File: src/rtl/sipo_frame_rx_if.sv
// Link-side bundle of the serial frame receiver: serial input, output word handshake and status.
// The slave modport is the receiver's view and the master modport is the driver/consumer view.
interface sipo_frame_rx_if #(
    parameter int DATA_W = 8
);
    logic              si;
    logic [DATA_W-1:0] data_out;
    logic              data_valid;
    logic              data_ready;
    logic              frame_err;
    logic              par_err;
    logic              overrun;
    logic              ovr_clr;

    modport slave (
        input  si, data_ready, ovr_clr,
        output data_out, data_valid, frame_err, par_err, overrun
    );

    modport master (
        output si, data_ready, ovr_clr,
        input  data_out, data_valid, frame_err, par_err, overrun
    );
endinterface

File: src/rtl/sipo_frame_rx.sv
// Serial frame receiver: start(1), DATA_W data bits LSB-first, optional even parity, stop(0).
// Define SIPO_RX_PARITY_EN to expect a parity bit; the default build has no parity stage.
module sipo_frame_rx #(
    parameter int DATA_W = 8
) (
    input  logic           clk,
    input  logic           rst_n,
    sipo_frame_rx_if.slave bus
);

    localparam int CNT_W = (DATA_W > 2) ? $clog2(DATA_W) : 1;

`ifdef SIPO_RX_PARITY_EN
    typedef enum logic [1:0] {IDLE, DATA, PARITY, STOP} state_t;
`else
    typedef enum logic [1:0] {IDLE, DATA, STOP} state_t;
`endif

    state_t             state;
    logic [CNT_W-1:0]   cnt;
    logic [DATA_W-1:0]  shreg;
    logic [DATA_W-1:0]  data_q;
    logic               valid_q;
    logic               frame_err_q;
    logic               overrun_q;
    logic               par_fail;
    logic               pop;
    logic               commit;
    logic               last_bit;

`ifdef SIPO_RX_PARITY_EN
    logic par_bit;
    logic par_err_q;
`endif

    // NOTE: every always_comb output gets a default first so no path leaves it unassigned (no latch).
    always_comb begin
        par_fail = 1'b0;
`ifdef SIPO_RX_PARITY_EN
        par_fail = (^shreg) ^ par_bit;
`endif
        pop      = valid_q & bus.data_ready;
        commit   = (state == STOP) & ~bus.si & ~par_fail;
        last_bit = (cnt == CNT_W'(DATA_W - 1));
    end

    // NOTE: all state below is updated with non-blocking assignments so every register sees pre-edge values.
    always_ff @(posedge clk or negedge rst_n) begin
        if (!rst_n) begin
            state       <= IDLE;
            cnt         <= '0;
            shreg       <= '0;
            data_q      <= '0;
            valid_q     <= 1'b0;
            frame_err_q <= 1'b0;
            overrun_q   <= 1'b0;
`ifdef SIPO_RX_PARITY_EN
            par_bit     <= 1'b0;
            par_err_q   <= 1'b0;
`endif
        end else begin
            frame_err_q <= 1'b0;
`ifdef SIPO_RX_PARITY_EN
            par_err_q   <= 1'b0;
`endif
            case (state)
                IDLE: begin
                    cnt <= '0;
                    if (bus.si) state <= DATA;
                end
                DATA: begin
                    shreg[cnt] <= bus.si;
                    if (last_bit) begin
`ifdef SIPO_RX_PARITY_EN
                        state <= PARITY;
`else
                        state <= STOP;
`endif
                    end else begin
                        cnt <= cnt + 1'b1;
                    end
                end
`ifdef SIPO_RX_PARITY_EN
                PARITY: begin
                    par_bit <= bus.si;
                    state   <= STOP;
                end
`endif
                STOP: begin
                    state       <= IDLE;
                    frame_err_q <= bus.si;
`ifdef SIPO_RX_PARITY_EN
                    par_err_q   <= par_fail;
`endif
                end
                default: state <= IDLE;
            endcase

            // A pop frees the buffer on the same edge, so a simultaneous commit still lands.
            if (commit && (!valid_q || pop)) begin
                data_q  <= shreg;
                valid_q <= 1'b1;
            end else if (pop) begin
                valid_q <= 1'b0;
            end

            if (commit && valid_q && !pop) overrun_q <= 1'b1;
            else if (bus.ovr_clr)          overrun_q <= 1'b0;
        end
    end

    assign bus.data_out   = data_q;
    assign bus.data_valid = valid_q;
    assign bus.frame_err  = frame_err_q;
    assign bus.overrun    = overrun_q;
`ifdef SIPO_RX_PARITY_EN
    assign bus.par_err    = par_err_q;
`else
    assign bus.par_err    = 1'b0;
`endif

endmodule

File: src/flat_wrapper.sv
// flat-port wrapper written by rule: the top's interface ports become plain ports
module sipo_frame_rx_flat 
#(
    parameter int DATA_W = 8
)
  (clk, rst_n, bus_si, bus_data_ready, bus_ovr_clr, bus_data_out, bus_data_valid, bus_frame_err, bus_par_err, bus_overrun);
  sipo_frame_rx_if #(.DATA_W(DATA_W)) bus_i ();
  input  logic clk;
  input  logic rst_n;
  input wire logic [$bits(bus_i.si)-1:0] bus_si;
  input wire logic [$bits(bus_i.data_ready)-1:0] bus_data_ready;
  input wire logic [$bits(bus_i.ovr_clr)-1:0] bus_ovr_clr;
  output wire logic [$bits(bus_i.data_out)-1:0] bus_data_out;
  output wire logic [$bits(bus_i.data_valid)-1:0] bus_data_valid;
  output wire logic [$bits(bus_i.frame_err)-1:0] bus_frame_err;
  output wire logic [$bits(bus_i.par_err)-1:0] bus_par_err;
  output wire logic [$bits(bus_i.overrun)-1:0] bus_overrun;
  assign bus_i.si = bus_si;
  assign bus_i.data_ready = bus_data_ready;
  assign bus_i.ovr_clr = bus_ovr_clr;
  assign bus_data_out = bus_i.data_out;
  assign bus_data_valid = bus_i.data_valid;
  assign bus_frame_err = bus_i.frame_err;
  assign bus_par_err = bus_i.par_err;
  assign bus_overrun = bus_i.overrun;
  sipo_frame_rx #(.DATA_W(DATA_W)) u_core (.clk(clk), .rst_n(rst_n), .bus(bus_i));
endmodule
File: config.mk
export PLATFORM = sky130hd
export DESIGN_NAME = sipo_frame_rx_flat
export DESIGN_NICKNAME = d
export VERILOG_FILES = /design/src/rtl/sipo_frame_rx_if.sv /design/src/rtl/sipo_frame_rx.sv /design/src/flat_wrapper.sv
export SDC_FILE = /design/constraint.sdc
export NUM_CORES = 1
export LEC_CHECK = 0
export CAP_MARGIN = 0
export CELL_PAD_IN_SITES_DETAIL_PLACEMENT = 1
export CELL_PAD_IN_SITES_GLOBAL_PLACEMENT = 2
export CORE_ASPECT_RATIO = 1.75
export CORE_UTILIZATION = 30
export DETAILED_ROUTE_END_ITERATION = 16
export MAX_ROUTING_LAYER = met4
export PLACE_DENSITY_LB_ADDON = 0.12
export SLEW_MARGIN = 20
export SYNTH_ARGS = -nofsm -noshare
export SYNTH_HDL_FRONTEND = slang
export SYNTH_SLANG_ARGS = --single-unit
File: constraint.sdc
create_clock -name clk -period 3.6 [get_ports clk]
set_input_delay 0.72 -clock clk [delete_from_list [all_inputs] [get_ports clk]]
set_output_delay 0.72 -clock clk [all_outputs]
set_load 0.01 [all_outputs]
Word-level counts from Yosys, hierarchy flattened. Cells that the tools add are included. Widths: inputs -> output; s select.

Bits in registers: 24. Bits of input ports: 5. Output and inout port bits: 12.

Add/subtract/negate cells: 1. Order comparisons: 2. Equality and inequality tests: 6. Muxes and demuxes: 13. Bitwise logic cells: 3. Reductions and logical operators: 13.

Operators by type and width (count): $bwmux 8 (1); $mux 1 (6); $pmux 3 s2 (1); $reduce_bool 2->1 (3); $logic_and 1x1->1 (4); $lt 3x4->1 const B (1); $mux 2 (2); $ne 2x2->1 const B (2); $pmux 2 s2 (1); $reduce_and 2->1 (2); $add 3x1->3 const B (1); $demux 1 s3 (1); $eq 3x3->1 const B (1); $ge 3x1->1 const B (1); $mux 3 (1); $and 1x1->1 (2); $eq 2x1->1 const B (1); $eq 2x2->1 const B (1); $logic_not 1->1 (2); $logic_not 2->1 (1); $ne 2x1->1 const B (1); $logic_or 1x1->1 (1); $not 1->1 (1).

Longest topological paths before layout.
Depth in word-level cells: 5. Depth in mapped cells: 5.

Worst setup path before layout. Ideal clock, no wire load.

Path type: input to register. Start: in bus_si. End: reg u_core.data_q[0] (netlist: u_core.bus.data_out[0]). Setup time: 0.125 ns. Arrival time: 1.663 ns. Required time: 3.475 ns. Setup slack: 1.812 ns. Stages on the path: 4. Buffers on the path: 1. Cell sequence: or3b_1 nand2b_4 buf_6 mux2_4.

Word-level cells in the longest chain between the ends: 3.

Ends and longest elaborated chain: from (decl) (RTL line flat_wrapper.sv:10) `input wire logic [$bits(bus_i.si)-1:0] bus_si;`; $not 1->1 (RTL line sipo_frame_rx.sv:43) `commit = (state == STOP) & ~bus.si & ~par_fail;`; $and 1x1->1 (RTL line sipo_frame_rx.sv:43); $logic_and 1x1->1 (RTL line sipo_frame_rx.sv:100) `if (commit && (!valid_q || pop)) begin`; to (signal assigned) (RTL line sipo_frame_rx.sv:101) `data_q <= shreg;`; to (decl) (RTL line sipo_frame_rx.sv:22) `logic [DATA_W-1:0] data_q;`.

No other way between the ends. A chain may end at the register's enable or synchronous reset.

Final worst setup path.
Start: in bus_si. End: reg u_core.data_q[2] (netlist: u_core.bus.data_out[2]).

Same word-level chain as after synthesis.

==> impl_metrics.json <==
{
  "cts_buffers": 3,
  "cp_max_fo": 11,
  "max_freq_mhz": 460.8,
  "grt_use_met1": 0.1356,
  "post_cts_buffers": 0,
  "end_kind": "register",
  "antenna_cells": 0,
  "relSlewSlack": 0.5980,
  "drv_cap": 0,
  "min_period_over_period": 0.6028,
  "grt_usage": 0.1197,
  "outcome": "finished clean",
  "seq_area_frac_synth": 0.5680,
  "grt_first_pass_wirelength_um": 3139,
  "area_delta_synth_final_pct": 22.96,
  "worstSetupPathType": "in -> reg",
  "synth_cells": 76,
  "drt_iter0_drc": 9,
  "hold_violations": 0,
  "antenna_left": 0,
  "fin_util": 0.3865,
  "gp_congestion": 0.6221,
  "start_kind": "input port",
  "grt.overflow.total": 0,
  "rows": 28,
  "syn_area_mm2": 0.001057,
  "nFillCells": 379,
  "dr_total_vias": 608,
  "finClkSkew_ns": 0.009004,
  "wl_per_cell_um": 13.33,
  "tns_ns": 0,
  "initial_utilization": 0.3144,
  "instances_no_fill": 135,
  "synth_common_cells": "dfrtp_1, mux2_2, mux2_4",
  "cts_resized": 0,
  "use_met2": 0.1903,
  "synthFlopType": "dfrtp_1",
  "drv_slew": 0,
  "die_area_mm2": 0.003775,
  "synth_top_area_cell": "dfrtp_1",
  "die_w_um": 46.88,
  "vias_per_cell": 4.504,
  "internal_power_mw": 0.7258,
  "portBuffers": 15,
  "antenna_found_initial": 0,
  "clock_tree.root_cell": "clkbuf_8",
  "fp.coreArea_mm2": 0.003363,
  "insertion_delay_ns": 0.26,
  "dpl.hpwl_um": 1360,
  "p_sw_frac": 0.2820,
  "p_per_area_mw_per_mm2": 777.6,
  "hp-class": "in -> async",
  "synth_warnings": 0,
  "finalPower_mw": 1.011,
  "synth_top_cell_area_share": 0.5680,
  "synth.distinct_cells": 23,
  "use_met3": 0.02022,
  "combPwrFrac": 0.322,
  "rsz0062_at_grt": "false",
  "die_h_um": 80.53,
  "ir_drop_mv": 0.3156,
  "grt_pass1_vias": 661,
  "synth_area_leaders": "dfrtp_1, mux2_4, mux2_2",
  "cts.hold.buffers_added": 0,
  "synth.avg_cell_area_um2": 13.91,
  "p_leak_nw": 0.6087,
  "numPlacedInstances": 131,
  "cts_buffer_depth": 2,
  "firstDrtPassIters": 2,
  "busiest_layer": "met2",
  "io_pins": 17,
  "tightestPinTransition_ns": 0.6017,
  "finalCriticalPeriod_ns": 2.170,
  "htreeDepth": 1,
  "reg2reg_slack_ns": 2.01,
  "clockPowerShare": 0.228,
  "wirelength_um": 1799,
  "grt_max_degree": 25,
  "clock-sinks": 24,
  "setup_viol": 0,
  "fin_nets": 98,
  "p_seq_frac": 0.450,
  "synth_edf_count": 0,
  "drive_above_1_share": 0.2444,
  "path_clk_slew_ns": 0.09,
  "drcViolationCount": 0,
  "ys_ff_latch": 24,
  "synth_fp_nets": 83,
  "worstPathRequired_ns": 3.75,
  "synth_most_common_cell": "dfrtp_1",
  "async_reset_ff_frac": 1.000,
  "power_switching_mw": 0.2851,
  "worstPathArrival_ns": 2.32,
  "cts_tree": "built"
}
## cell families (layout without fill, tap and decap cells)
logic type                 after synthesis  in the layout  synth area share
DFF                                     24             24            0.5681
and+or+nand+nor                         20             20            0.1231
muxes                                   17             17            0.2083
buffers and inverters                    7             21           0.03551
AOI/OAI and AO/OA                        5              5           0.03788
adders and majority gates                2              2           0.02366
other                                    1              1          0.003547
## state kept, by name (all words and copies together) (netlist names)
signal                 cells
u_core.cnt                 3
u_core.bus.data_out        8
u_core.bus.overrun         1
u_core.state               2
u_core.bus.data_valid      1
u_core.bus.frame_err       1
u_core.shreg               8
## power by group through the flow
| stage | Clock [mW] | Sequential, mW | Combinational, mW |
|---|---|---|---|
| after floorplan | 0 | 0.435 | 0.242 |
| after global placement | 0 | 0.460 | 0.323 |
| after detailed placement | 0 | 0.465 | 0.331 |
| after CTS | 0.239 | 0.459 | 0.333 |
| after global routing | 0.255 | 0.472 | 0.361 |
| final | 0.231 | 0.455 | 0.325 |
## layout make-up
class / count / area [um2] / area share
sequential: 24 / 600.6 / 0.4620
multi-input combinational: 45 / 419.2 / 0.3224
timing repair buffer: 15 / 145.1 / 0.1116
tap: 45 / 56.30 / 0.04331
clock buffer: 3 / 41.29 / 0.03176
clock inverter: 1 / 30.03 / 0.02310
inverter: 2 / 7.507 / 0.005775
## metal layers
metal	vias up	part of all wire
li1	291	-
met1	308	0.43
met2	7	0.53
met3	2	0.022
met4	0	0.016
met5	-	0
## metrics by stage
stage	cell area [um2]	hold WS (ns)	setup WS, ns
floorplan	1057	0.4244	1.812
CTS	1305	0.5099	1.410
detailed placement	1234	0.4948	1.137
global placement	1234	0.4910	1.180
finish	1300	0.4272	1.430
global route	1300	0.4467	1.362
## final timing paths
path	from	end	cells after the start
max reg2reg	u_core.state[0]	u_core.shreg[2]	3
min reg2reg	u_core.shreg[6]	u_core.bus.data_out[6]	1
max	bus_si	u_core.bus.data_out[2]	4
min	rst_n	u_core.bus.data_out[6]	1
max in group asynchronous	rst_n	u_core.shreg[6]	1
min in group clk	u_core.shreg[6]	u_core.bus.data_out[6]	1
## worst max-delay path, stage by stage
cell and delay, ns:
clkdlybuf4s50_1 0.58, or3b_1 0.46, nand2b_4 0.23, mux2_4 0.32
## layout by cell type (no fill, tap or decap), types with 3 or more instances in the layout
cell              n
nand3b_1          3
mux2_2            8
a22o_1            3
clkbuf_8          3
nor2_1            3
mux2_4            8
dfrtp_1          24
clkdlybuf4s50_1  14
nand2_1           3
nor3b_1           5
Power figures use the tool's default switching activity.
